File: src/rtl/common_pkg.sv
// Constants, the shared credit flit layout and the round-robin helper used by
// the credit link endpoints and the switch arbiters.
package common_pkg;

    localparam int DEFAULT_VC_W          = 2;
    localparam int DEFAULT_D_W           = 8;
    localparam int DEFAULT_A_W           = 4;
    localparam int DEFAULT_VC_FIFO_DEPTH = 4;
    localparam int MAX_VC                = 16;

    typedef struct packed {
        logic                   last;
        logic [DEFAULT_A_W-1:0] addr;
        logic [DEFAULT_D_W-1:0] data;
    } credit_flit_t;

    // One-hot grant of the first requester after ptr, wrapping at n-1.
    function automatic logic [MAX_VC-1:0] rr_next(
        input int unsigned       ptr,
        input logic [MAX_VC-1:0] req,
        input int unsigned       n = MAX_VC
    );
        logic [MAX_VC-1:0] gnt;
        logic              found;
        int unsigned       idx;
        gnt   = '0;
        found = 1'b0;
        for (int unsigned i = 0; i < MAX_VC; i++) begin
            if (i < n) begin
                idx = ptr + 1 + i;
                if (idx >= n) begin
                    idx = idx - n;
                end
                if (!found && req[idx]) begin
                    gnt[idx] = 1'b1;
                    found    = 1'b1;
                end
            end
        end
        return gnt;
    endfunction

endpackage

File: src/rtl/noc_if.sv
// Credit-based link between a transmitter and a receiver: one flit register
// with a one-hot VC target, and per-VC credit returns flowing back.
interface noc_if #(
    parameter int VC_W = common_pkg::DEFAULT_VC_W,
    parameter int D_W  = common_pkg::DEFAULT_D_W,
    parameter int A_W  = common_pkg::DEFAULT_A_W
) ();

    logic [A_W+D_W:0] credit_packet;
    logic [VC_W-1:0]  credit_vc_target;
    logic [VC_W-1:0]  credit_vc_credit_gnt;

    modport transmitter (
        output credit_packet,
        output credit_vc_target,
        input  credit_vc_credit_gnt
    );

    modport receiver (
        input  credit_packet,
        input  credit_vc_target,
        output credit_vc_credit_gnt
    );

endinterface

File: src/rtl/credit_vc_counter.sv
// Per-VC credit counter: starts full, +1 per returned credit, -1 per sent flit,
// saturating at full so a stray credit return cannot wrap it.
module credit_vc_counter
    import common_pkg::*;
#(
    parameter int DEPTH = DEFAULT_VC_FIFO_DEPTH,
    localparam int CW   = $clog2(DEPTH)
) (
    input  logic clk,
    input  logic rst,
    input  logic inc,
    input  logic dec,
    output logic nonzero
);

    localparam logic [CW-1:0] FULL = CW'(DEPTH - 1);

    logic [CW-1:0] count;

    always_ff @(posedge clk) begin
        if (!rst) begin
            count <= FULL;
        end else if (inc && !dec) begin
            if (count != FULL) begin
                count <= count + CW'(1);
            end
        end else if (dec && !inc) begin
            if (count != '0) begin
                count <= count - CW'(1);
            end
        end
    end

    assign nonzero = (count != '0);

    // A credit return with nothing in flight means the receiver lost track.
    a_no_overflow: assert property (
        @(posedge clk) disable iff (!rst) !(inc && !dec && count == FULL)
    ) else $error("credit_vc_counter: credit returned while counter is full");

endmodule

File: src/rtl/credit_bp_tx.sv
// Transmit-side credit manager: arbitrates DVR sources that hold credit and
// registers the winning flit onto the credit link.
module credit_bp_tx
    import common_pkg::*;
#(
    parameter int VC_W        = DEFAULT_VC_W,
    parameter int D_W         = DEFAULT_D_W,
    parameter int A_W         = DEFAULT_A_W,
    parameter int DEPTH       = DEFAULT_VC_FIFO_DEPTH,
    parameter int FAIR_VC_ARB = 0
) (
    input  logic                        clk,
    input  logic                        rst,
    input  logic [VC_W-1:0]             i_v,
    input  logic [VC_W-1:0][A_W+D_W:0]  i_d,
    output logic [VC_W-1:0]             o_b,
    noc_if.transmitter                  to_rx
);

    localparam int F_W   = A_W + D_W + 1;
    localparam int IDX_W = (VC_W > 1) ? $clog2(VC_W) : 1;

    logic [VC_W-1:0]  nonzero;
    logic [VC_W-1:0]  elig;
    logic [VC_W-1:0]  sel;
    logic [VC_W-1:0]  xfer;
    logic [IDX_W-1:0] ptr;
    logic [IDX_W-1:0] win_idx;
    logic [F_W-1:0]   pkt;
    logic [VC_W-1:0]  tgt;

    for (genvar v = 0; v < VC_W; v++) begin : g_vc
        credit_vc_counter #(
            .DEPTH (DEPTH)
        ) u_cnt (
            .clk     (clk),
            .rst     (rst),
            .inc     (to_rx.credit_vc_credit_gnt[v]),
            .dec     (xfer[v]),
            .nonzero (nonzero[v])
        );

        // A stalled source must present the same flit until it is taken.
        a_src_stable: assert property (
            @(posedge clk) (rst && i_v[v] && o_b[v]) |=> (i_d[v] == $past(i_d[v]))
        ) else $error("credit_bp_tx: i_d changed while held off");
    end

    // Credit is the registered count only; a same-cycle return does not help.
    assign elig = i_v & nonzero;

    always_comb begin
        sel = '0;
        if (FAIR_VC_ARB != 0) begin
            sel = VC_W'(rr_next(32'(ptr), MAX_VC'(elig), VC_W));
        end else begin
            sel = elig & (~elig + VC_W'(1));
        end
    end

    always_comb begin
        win_idx = '0;
        for (int v = 0; v < VC_W; v++) begin
            if (sel[v]) begin
                win_idx = IDX_W'(v);
            end
        end
    end

    assign o_b  = rst ? ~sel : '1;
    assign xfer = i_v & ~o_b;

    always_ff @(posedge clk) begin
        if (!rst) begin
            tgt <= '0;
            pkt <= '0;
            ptr <= IDX_W'(VC_W - 1);
        end else begin
            tgt <= xfer;
            if (|xfer) begin
                pkt <= i_d[win_idx];
                ptr <= win_idx;
            end
        end
    end

    assign to_rx.credit_packet    = pkt;
    assign to_rx.credit_vc_target = tgt;

endmodule

File: src/flat_wrapper.sv
// flat-port wrapper written by rule: the top's interface ports become plain ports
module credit_bp_tx_flat import common_pkg::*;
#(
    parameter int VC_W        = DEFAULT_VC_W,
    parameter int D_W         = DEFAULT_D_W,
    parameter int A_W         = DEFAULT_A_W,
    parameter int DEPTH       = DEFAULT_VC_FIFO_DEPTH,
    parameter int FAIR_VC_ARB = 0
)
  (clk, rst, i_v, i_d, o_b, to_rx_credit_packet, to_rx_credit_vc_target, to_rx_credit_vc_credit_gnt);
  noc_if #(.VC_W(VC_W), .D_W(D_W), .A_W(A_W)) to_rx_i ();
  input  logic clk;
  input  logic rst;
  input  logic [VC_W-1:0] i_v;
  input  logic [VC_W-1:0][A_W+D_W:0] i_d;
  output logic [VC_W-1:0] o_b;
  output wire logic [$bits(to_rx_i.credit_packet)-1:0] to_rx_credit_packet;
  output wire logic [$bits(to_rx_i.credit_vc_target)-1:0] to_rx_credit_vc_target;
  input wire logic [$bits(to_rx_i.credit_vc_credit_gnt)-1:0] to_rx_credit_vc_credit_gnt;
  assign to_rx_credit_packet = to_rx_i.credit_packet;
  assign to_rx_credit_vc_target = to_rx_i.credit_vc_target;
  assign to_rx_i.credit_vc_credit_gnt = to_rx_credit_vc_credit_gnt;
  credit_bp_tx #(.VC_W(VC_W), .D_W(D_W), .A_W(A_W), .DEPTH(DEPTH), .FAIR_VC_ARB(FAIR_VC_ARB)) u_core (.clk(clk), .rst(rst), .i_v(i_v), .i_d(i_d), .o_b(o_b), .to_rx(to_rx_i));
endmodule
File: config.mk
export PLATFORM = sky130hd
export DESIGN_NAME = credit_bp_tx_flat
export DESIGN_NICKNAME = d
export VERILOG_FILES = /design/src/rtl/common_pkg.sv /design/src/rtl/noc_if.sv /design/src/rtl/credit_vc_counter.sv /design/src/rtl/credit_bp_tx.sv /design/src/flat_wrapper.sv
export SDC_FILE = /design/constraint.sdc
export NUM_CORES = 1
export LEC_CHECK = 0
export CAP_MARGIN = 5
export CORE_MARGIN = 2
export CORE_UTILIZATION = 40
export DETAILED_ROUTE_END_ITERATION = 8
export GPL_TIMING_DRIVEN = 0
export MAX_ROUTING_LAYER = met4
export PLACE_DENSITY = 0.88
export SLEW_MARGIN = 0
export SYNTH_ARGS = -nofsm -noshare
export SYNTH_HDL_FRONTEND = slang
export SYNTH_SLANG_ARGS = --single-unit
File: constraint.sdc
create_clock -name clk -period 2.9 [get_ports clk]
set_input_delay 0.29 -clock clk [delete_from_list [all_inputs] [get_ports clk]]
set_output_delay 0.29 -clock clk [all_outputs]
set_load 0.005 [all_outputs]
==> impl_metrics.tcl, run 1 <==
set metrics [dict create \
    cts_root_buffer "clkbuf_4" \
    gp_congestion 0.749 \
    dpl_worst_slack_ns 0.562 \
    power.total_uw 565 \
    htree_levels 1 \
    grt.total_usage_pct 18.6 \
    min-delay-start "u_core.to_rx.credit_packet[4]" \
    worstReg2RegEnd "u_core.to_rx.credit_packet[4]" \
    start_kind "primary input" \
    seq_area_um2 380 \
    clkPwrFrac_pct 23.4 \
    drc 0 \
    ios 49 \
    worstMarginPinSlew_ns 0.408 \
    nets 179 \
    ys_ff_latch 19 \
    status "finished, final reports clean" \
    hold_depth 2 \
    p_int_uw 422 \
    grt_max_degree 12 \
    crit_fanout 10 \
    initial_core_util_pct 41.3 \
    cts_resized 0 \
    multiInputGateArea_um2 467 \
    syn_area_per_cell_um2 9.44 \
    post-cts-setup-buffers 0 \
    placed_area_um2 1400 \
    fin_crit_ns 2.34 \
    synth_edf_count 0 \
    postRouteAntennaNets 0 \
    worst-r2r-setup-slack_ns 1.50 \
    clk_latency_ns 0.29 \
    die_area_um2 2610 \
    hold_buffers 0 \
    leakage_uw 0.000554 \
    dr.pass1.iters 4 \
    cp.required_ns 2.61 \
    n_antenna_cell 0 \
    fmax_mhz 428 \
    path_clk_slew_ns 0.11 \
    mostFrequentLayoutCell "clkdlybuf4s50_1" \
    fin_crit_sh_pct 80.6 \
    wirelength_um 2280 \
    drtIter0Drc 9 \
    coreArea_um2 2150 \
    comb_power_share_pct 25.3 \
    dp_hpwl_um 1810 \
    hold_path.class "reg2reg" \
    syn-cell-area_um2 887 \
    synth_cell_types 26 \
    cts_tree "done" \
    die-width_um 51.1 \
    critPathKind "in2out" \
    vias 885 \
    area_growth_pct 61.2 \
    seq_area_frac_synth_pct 42.9 \
    rsz0062_at_grt "no" \
    die-height_um 51.1 \
    fin_area_um2 1430 \
    cts.sinks 19 \
    cp-end-kind "primary output" \
    powerDensity_nw_per_um2 395 \
    p_seq_share_pct 51.3 \
    vias_per_cell 5.09 \
    r2r_start "u_core.g_vc[0].u_cnt.count[1]" \
    setup-tns-final_ns 0 \
    fin_skew_ns 0.00168 \
    slew_headroom_pct 72.8 \
    drive_above_1_share_pct 8.90 \
    min_to "u_core.to_rx.credit_packet[4]" \
    port_buffers 48 \
    grt_pass1_wl_um 3570 \
    yosys_most_used_dff "dfxtp_1" \
    clockBufferDepth 2 \
    critPathArrivalTime_ns 2.05 \
    yosysWarnings 0 \
    grt_pass1_vias 830 \
    antenna_found_initial 0 \
    wl_per_cell_um 13.1 \
    worst_r2r_path_depth 5 \
    drv_cap 0 \
    final-max-slew-violation-count 0 \
    power.share.switching_pct 25.3 \
    power_switching_uw 143 \
    hold_viol_final 0 \
    cts_buffers 3 \
    fill_cells 171 \
    overflow 0 \
    netlist_instances 94 \
    syn_nets 126 \
    final_cell_mix "48 x clkdlybuf4s50_1, 19 x dfxtp_1, 16 x a21oi_1, 15 x o21ai_0, 13 x mux2i_1" \
    vdd_ir_drop_max_mv 0.322 \
    setup_ws_ns 0.563 \
    rows 17 \
    async_reset_ff_share_pct 0 \
    setup-violations-final 0 \
]
==> power groups by stage <==
stage	clock network (uW)	registers, uW	logic [uW]
after CTS	136	290	144
after global placement	0	294	140
after detailed placement	0	296	143
after floorplan	0	297	52.1
after global routing	147	292	155
final	132	290	143
==> cell type report <==
cell class,instances,area share (%)
repair buffers,48,33.6
inverters,4,1.05
clock buffers,3,1.57
flip-flops and latches,19,26.6
multi-input cells,67,32.6
clock inverters,1,0.350
well taps,28,2.45
plain buffers,4,1.75
==> critical path: stages <==
cell             delay, ns
clkdlybuf4s50_1       0.58
o21ai_4               0.15
o211ai_4              0.15
buf_2                 0.26
nor2_1                0.08
inv_1                 0.06
clkdlybuf4s50_1       0.48
==> per-layer routing <==
metal | track usage (%) | vias up | share of wire [%]
met3 | 2.92 | 4 | 7.2
li1 | - | 448 | -
met2 | 29.2 | 37 | 46
met4 | 9.91 | 0 | 1.5
met5 | - | - | 0
met1 | 23.0 | 396 | 45
==> worst max-delay path by stage <==
stage	slack, ns	cells past startpoint	to	from
floorplan	1.52	5	o_b[1]	u_core.g_vc[0].u_cnt.count[1]
global placement	0.59	7	o_b[1]	i_v[0]
detailed placement	0.56	7	o_b[1]	i_v[0]
CTS	0.56	7	o_b[1]	i_v[0]
global route	0.45	7	o_b[1]	i_v[0]
finish	0.56	7	o_b[1]	i_v[0]
==> cell usage after synthesis, types with 2 or more instances <==
cell type / n / area, um2
mux2i_1: 13 / 130
buf_2: 2 / 10.0
inv_1: 3 / 11.3
a21oi_1: 16 / 80.1
dfxtp_1: 19 / 380
nand4_1: 2 / 12.5
nand2_1: 3 / 11.3
o21ai_0: 15 / 75.1
nor2_1: 4 / 15.0
==> logic make-up (layout without fill, tap and decap cells) <==
kind of cell           Yosys count  after routing  share of synthesized area, %
AND/OR/NAND/NOR                 17             17                          12.0
buffers and inverters            8             60                          4.51
flip-flops                      19             19                          42.9
AO/OA/AOI/OAI                   37             37                          26.0
multiplexers                    13             13                          14.7
==> state kept, by name, summed over array words and instances, names as in the netlist <==
signal	flops
u_core.g_vc.u_cnt.count	4
u_core.to_rx.credit_vc_target	2
u_core.to_rx.credit_packet	13
==> through the flow <==
stage	util (%)	hold WS (ns)	cells
floorplan	-	0.428	94
global placement	65.3	0.525	170
detailed placement	65.3	0.537	170
CTS	66.6	0.554	174
global route	66.6	0.579	174
finish	66.6	0.554	174
No activity file was read; power rests on OpenSTA's default activity.
==> run 2: changes to the inputs <==
CORE_UTILIZATION = 37   (was 40)
PLACE_DENSITY = 0.82   (was 0.88)
clock period = 2.3 ns   (was 2.9 ns; I/O delays follow)
==> run 2 against run 1 <==
  * Register-to-register slack got worse by 0.68 ns
  * Sequential share of layout area is 0.18 points lower
  * Flip-flop and latch count unchanged
  * Critical path depth stayed put
  * Final cell count up 0.57%
  * First-iteration DRC count increased by 140%
  * Clock power increased by 30%
  * Sequential power up 27%
  * Clock skew grew 0.00084 ns
  * Via count grew 0.45%
  * Power rose by 27%
  * Highest routed layer unchanged
==> impl_metrics.tcl, run 2 (synthesized netlist as in run 1, its figures left out) <==
set metrics [dict create \
    status "finished, final reports clean" \
    fin_crit_ns 2.19 \
    ios 49 \
    power.share.switching_pct 25.7 \
    min_to "u_core.to_rx.credit_packet[3]" \
    drc 0 \
    fin_skew_ns 0.00252 \
    clkPwrFrac_pct 23.9 \
    setup-violations-final 0 \
    dr.pass1.iters 5 \
    power_switching_uw 185 \
    grt.total_usage_pct 16.7 \
    power.total_uw 720 \
    hold_path.class "in2reg" \
    die_area_um2 2810 \
    r2r_start "u_core.g_vc[0].u_cnt.count[0]" \
    grt_pass1_vias 819 \
    final_cells 175 \
    hold_buffers 0 \
    gp_congestion 0.722 \
    die-height_um 53.0 \
    largest_reg_flops 13 \
    area_growth_pct 62.3 \
    htree_levels 1 \
    final_cell_mix "48 x clkdlybuf4s50_1, 19 x dfxtp_1, 16 x a21oi_1, 15 x o21ai_0, 13 x mux2i_1" \
    cp.required_ns 2.07 \
    worst_r2r_path_depth 6 \
    cpPeakStageDelay_ns 0.59 \
    drtIter0Drc 22 \
    port_buffers 48 \
    dr.max_layer_used "met4" \
    wl_per_cell_um 12.7 \
    multiInputGateArea_um2 467 \
    place_inst 170 \
    overflow 0 \
    initial_core_util_pct 39.7 \
    coreArea_um2 2230 \
    fmax_mhz 457 \
    crit_fanout 10 \
    fin_crit_sh_pct 95.1 \
    cts_resized 0 \
    critPathKind "in2out" \
    met2_length_um 1200 \
    post-cts-setup-buffers 0 \
    leakage_uw 0.000555 \
    vias 889 \
    seq_area_um2 380 \
    p_seq_share_pct 51.0 \
    start_kind "primary input" \
    met3_length_um 130 \
    rows 17 \
    slew_headroom_pct 70.8 \
    grt_pass1_wl_um 3400 \
    antenna_found_initial 0 \
    worst-r2r-setup-slack_ns 0.82 \
    powerDensity_nw_per_um2 500 \
    nets 180 \
    cp-end-kind "primary output" \
    cts_root_buffer "clkbuf_4" \
    wirelength_um 2220 \
    drive_above_1_share_pct 9.52 \
    hold_viol_final 0 \
    worstReg2RegEnd "u_core.to_rx.credit_packet[11]" \
    min-delay-start "i_d[16]" \
    n_antenna_cell 0 \
    setup-tns-final_ns 0 \
    rsz0062_at_grt "no" \
    drv_cap 0 \
    p_int_uw 535 \
    clk_latency_ns 0.29 \
    crit_top_cell "clkdlybuf4s50_1" \
    comb_power_share_pct 25.1 \
    worstMarginPinSlew_ns 0.438 \
    final-max-slew-violation-count 0 \
    cts_tree "done" \
    die-width_um 53.0 \
    mostFrequentLayoutCell "clkdlybuf4s50_1" \
    cts_buffers 3 \
    vdd_ir_drop_max_mv 0.375 \
    path_clk_slew_ns 0.11 \
    cp_cell_sequence "clkdlybuf4s50_1 -> o21ai_4 -> o211ai_4 -> buf_2 -> nor2_1 -> inv_1 -> clkdlybuf4s50_1" \
    postRouteAntennaNets 0 \
    dp_hpwl_um 1760 \
    grt_max_degree 13 \
    utilization_pct 64.5 \
    fill_cells 186 \
    hold_depth 3 \
    slowest_stage "clkdlybuf4s50_1" \
    vias_per_cell 5.08 \
    critPathArrivalTime_ns 1.96 \
    wl_met1_um 875 \
    clockBufferDepth 2 \
    cts.sinks 19 \
]
-- run 2: how the worst max path moves through the flow --
stage             end  slack (ns)  depth (start not counted)                           from
2_1_floorplan  o_b[1]        0.98                          5  u_core.g_vc[0].u_cnt.count[1]
3_3_place_gp   o_b[1]        0.11                          7                         i_v[0]
3_5_place_dp   o_b[1]        0.07                          7                         i_v[0]
4_1_cts        o_b[1]        0.05                          6  u_core.g_vc[0].u_cnt.count[1]
5_1_grt        o_b[1]        0.04                          7                         i_v[0]
6_report       o_b[1]        0.11                          7                         i_v[0]
-- run 2: power by group through the flow --
stage / Clock, uW / Combinational (uW) / Sequential [uW]
floorplan: 0 / 65.7 / 374
global placement: 0 / 177 / 372
detailed placement: 0 / 181 / 374
CTS: 173 / 181 / 367
global route: 193 / 197 / 370
finish: 172 / 181 / 367
-- run 2: layout make-up --
type	instances	area share (%)
multi-input cells	67	32.4
flip-flops and latches	19	26.4
plain buffers	4	1.74
inverters	4	1.04
well taps	28	2.43
clock buffers	3	1.56
repair buffers	49	33.9
clock inverters	1	0.521
-- run 2: metrics by stage --
step	cell area (um2)	hold slack, ns	setup slack (ns)
floorplan	887	0.368	0.976
global placement	1400	0.523	0.105
detailed placement	1400	0.534	0.0670
CTS	1430	0.547	0.0477
global route	1440	0.561	0.0444
finish	1440	0.544	0.113
-- run 2: worst max-delay path, delay by kind of cell --
family          cells  cell delay, ns
simple gates        1            0.08
compound gates      2            0.24
buf+inv             4            1.41
-- run 2: per-layer routing --
metal | global-route usage, % | vias up
li1 | - | 446
met2 | 30.0 | 31
met5 | - | -
met3 | 2.54 | 4
met1 | 19.2 | 408
met4 | 4.70 | 0
==> run 3: changes to the inputs <==
ABC_CLOCK_PERIOD_IN_PS = 2300   (was not set)
CORE_ASPECT_RATIO = 0.6   (was not set)
==> run 3 against run 2 <==
  * Power rose by 7.6%
  * Global-route usage up 0.076 points
  * Via count down 3.4%
  * Worst setup slack lost 0.0084 ns
  * Maximum frequency shrank 0.38%
  * Sequential power about the same
  * Largest power group unchanged
==> impl_metrics.tcl, run 3 (synthesized netlist as in run 1, its figures left out) <==
set metrics [dict create \
    status "finished, final reports clean" \
    grt_max_degree 11 \
    die-width_um 67.2 \
    fin_crit_ns 2.20 \
    worst-r2r-setup-slack_ns 0.88 \
    final-max-slew-violation-count 0 \
    hold_depth 2 \
    cp_cell_sequence "clkdlybuf4s50_1 -> o21ai_4 -> o211ai_4 -> clkbuf_4 -> nor2_1 -> inv_1 -> clkdlybuf4s50_1" \
    worst_r2r_path_depth 5 \
    cpPeakStageDelay_ns 0.58 \
    slowest_stage "clkdlybuf4s50_1" \
    gp_congestion 0.707 \
    final_cell_mix "48 x clkdlybuf4s50_1, 19 x dfxtp_1, 16 x a21oi_1, 15 x o21ai_0, 13 x mux2i_1" \
    dr.pass1.iters 4 \
    mostFrequentLayoutCell "clkdlybuf4s50_1" \
    powerDensity_nw_per_um2 533 \
    htree_levels 1 \
    min-delay-start "u_core.to_rx.credit_packet[0]" \
    global_route.usage.met1_pct 20.2 \
    cp-end-kind "primary output" \
    drv_cap 0 \
    slew_headroom_pct 72.1 \
    cts_tree "done" \
    hold_viol_final 0 \
    setup-tns-final_ns 0 \
    crit_end "o_b[1]" \
    drc 0 \
    path_clk_slew_ns 0.07 \
    clk_latency_ns 0.25 \
    vdd_ir_drop_max_mv 0.414 \
    vias_per_cell 4.88 \
    wirelength_um 2100 \
    dp_hpwl_um 1670 \
    fin_crit_sh_pct 95.4 \
    utilization_pct 65.7 \
    fin_area_um2 1450 \
    worstMarginPinSlew_ns 0.419 \
    area_growth_pct 63.8 \
    setup-violations-final 0 \
    grt_use_met2_pct 26.3 \
    met3_usage_pct 6.78 \
    ios 49 \
    post-cts-setup-buffers 0 \
    cts_root_buffer "clkbuf_8" \
    grt_pass1_wl_um 3520 \
    fmax_mhz 456 \
    nets 179 \
    startpoint "i_v[0]" \
    drtIter0Drc 24 \
    rsz0062_at_grt "no" \
    placed_area_um2 1410 \
    clockBufferDepth 2 \
    largest_reg_flops 13 \
    crit_top_cell "clkdlybuf4s50_1" \
    wl_per_cell_um 11.9 \
    worstReg2RegEnd "u_core.to_rx.credit_packet[2]" \
    die_area_um2 2820 \
    critPathArrivalTime_ns 1.97 \
    hold_path.class "reg2reg" \
    vias 859 \
    fill_cells 195 \
    overflow 0 \
    antenna_found_initial 0 \
    coreArea_um2 2210 \
    cp.required_ns 2.07 \
    grt_pass1_vias 813 \
    initial_core_util_pct 40.1 \
    critPathKind "in2out" \
    rows 13 \
    fin_skew_ns 0.00216 \
    die-height_um 41.9 \
    grt_busiest_layer "met2" \
    n_antenna_cell 0 \
    drive_above_1_share_pct 8.22 \
    r2r_start "u_core.g_vc[0].u_cnt.count[1]" \
    crit_fanout 10 \
    postRouteAntennaNets 0 \
    grt.total_usage_pct 16.8 \
    leakage_uw 0.000560 \
    cts.sinks 19 \
    cts_buffers 3 \
    start_kind "primary input" \
    port_buffers 48 \
]
==> run 3: worst max-delay path, delay by kind of cell <==
| family | cells | cell delay, ns |
|---|---|---|
| buffers and inverters | 4 | 1.37 |
| and+or+nand+nor | 1 | 0.06 |
| AOI/OAI and AO/OA | 2 | 0.29 |
==> run 3: repair_timing <==
action	CTS	global route
resized for setup	0	1
endpoints found under the setup margin	0	1
hold buffers	0	0
==> run 3: layout make-up <==
class / count / area (um2) / share of cell area, %
clock buffers: 4 / 45.0 / 3.10
inverters: 4 / 15.0 / 1.03
repair buffers: 48 / 480 / 33.1
well taps: 30 / 37.5 / 2.58
flip-flops and latches: 19 / 380 / 26.2
multi-input cells: 67 / 467 / 32.1
plain buffers: 4 / 27.5 / 1.89
==> run 3: through the flow <==
stage	hold WS, ns	total power [uW]	instances	worst slack, ns
after detailed placement	0.535	554	172	0.0694
after CTS	0.545	788	176	0.0764
after global placement	0.523	550	172	0.113
after global routing	0.579	821	176	0.00925
final	0.543	774	176	0.105
after floorplan	0.368	440	94	0.976
==> run 3: worst min path at each step <==
stage / slack, ns / end
after global routing: 0.58 / u_core.to_rx.credit_packet[10]
after detailed placement: 0.54 / u_core.to_rx.credit_packet[7]
final: 0.54 / u_core.to_rx.credit_packet[0]
after CTS: 0.55 / u_core.to_rx.credit_packet[7]
after floorplan: 0.37 / u_core.to_rx.credit_packet[10]
after global placement: 0.52 / u_core.to_rx.credit_packet[8]
==> run 3: per-layer routing <==
layer  part of all wire [%]  up-vias  wire (um)
li1                       -      444          -
met1                     48      379       1010
met2                     43       36        914
met3                    8.4        0        177
met4                      0        0          0
met5                      0        -          0
==> run 3: power breakdown <==
part / switching, uW / leakage (uW) / internal [uW]
registers: 14.0 / 0.000157 / 352
logic: 63.6 / 0.000380 / 116
clock network: 105 / 0.0000228 / 123
total: 183 / 0.000560 / 591
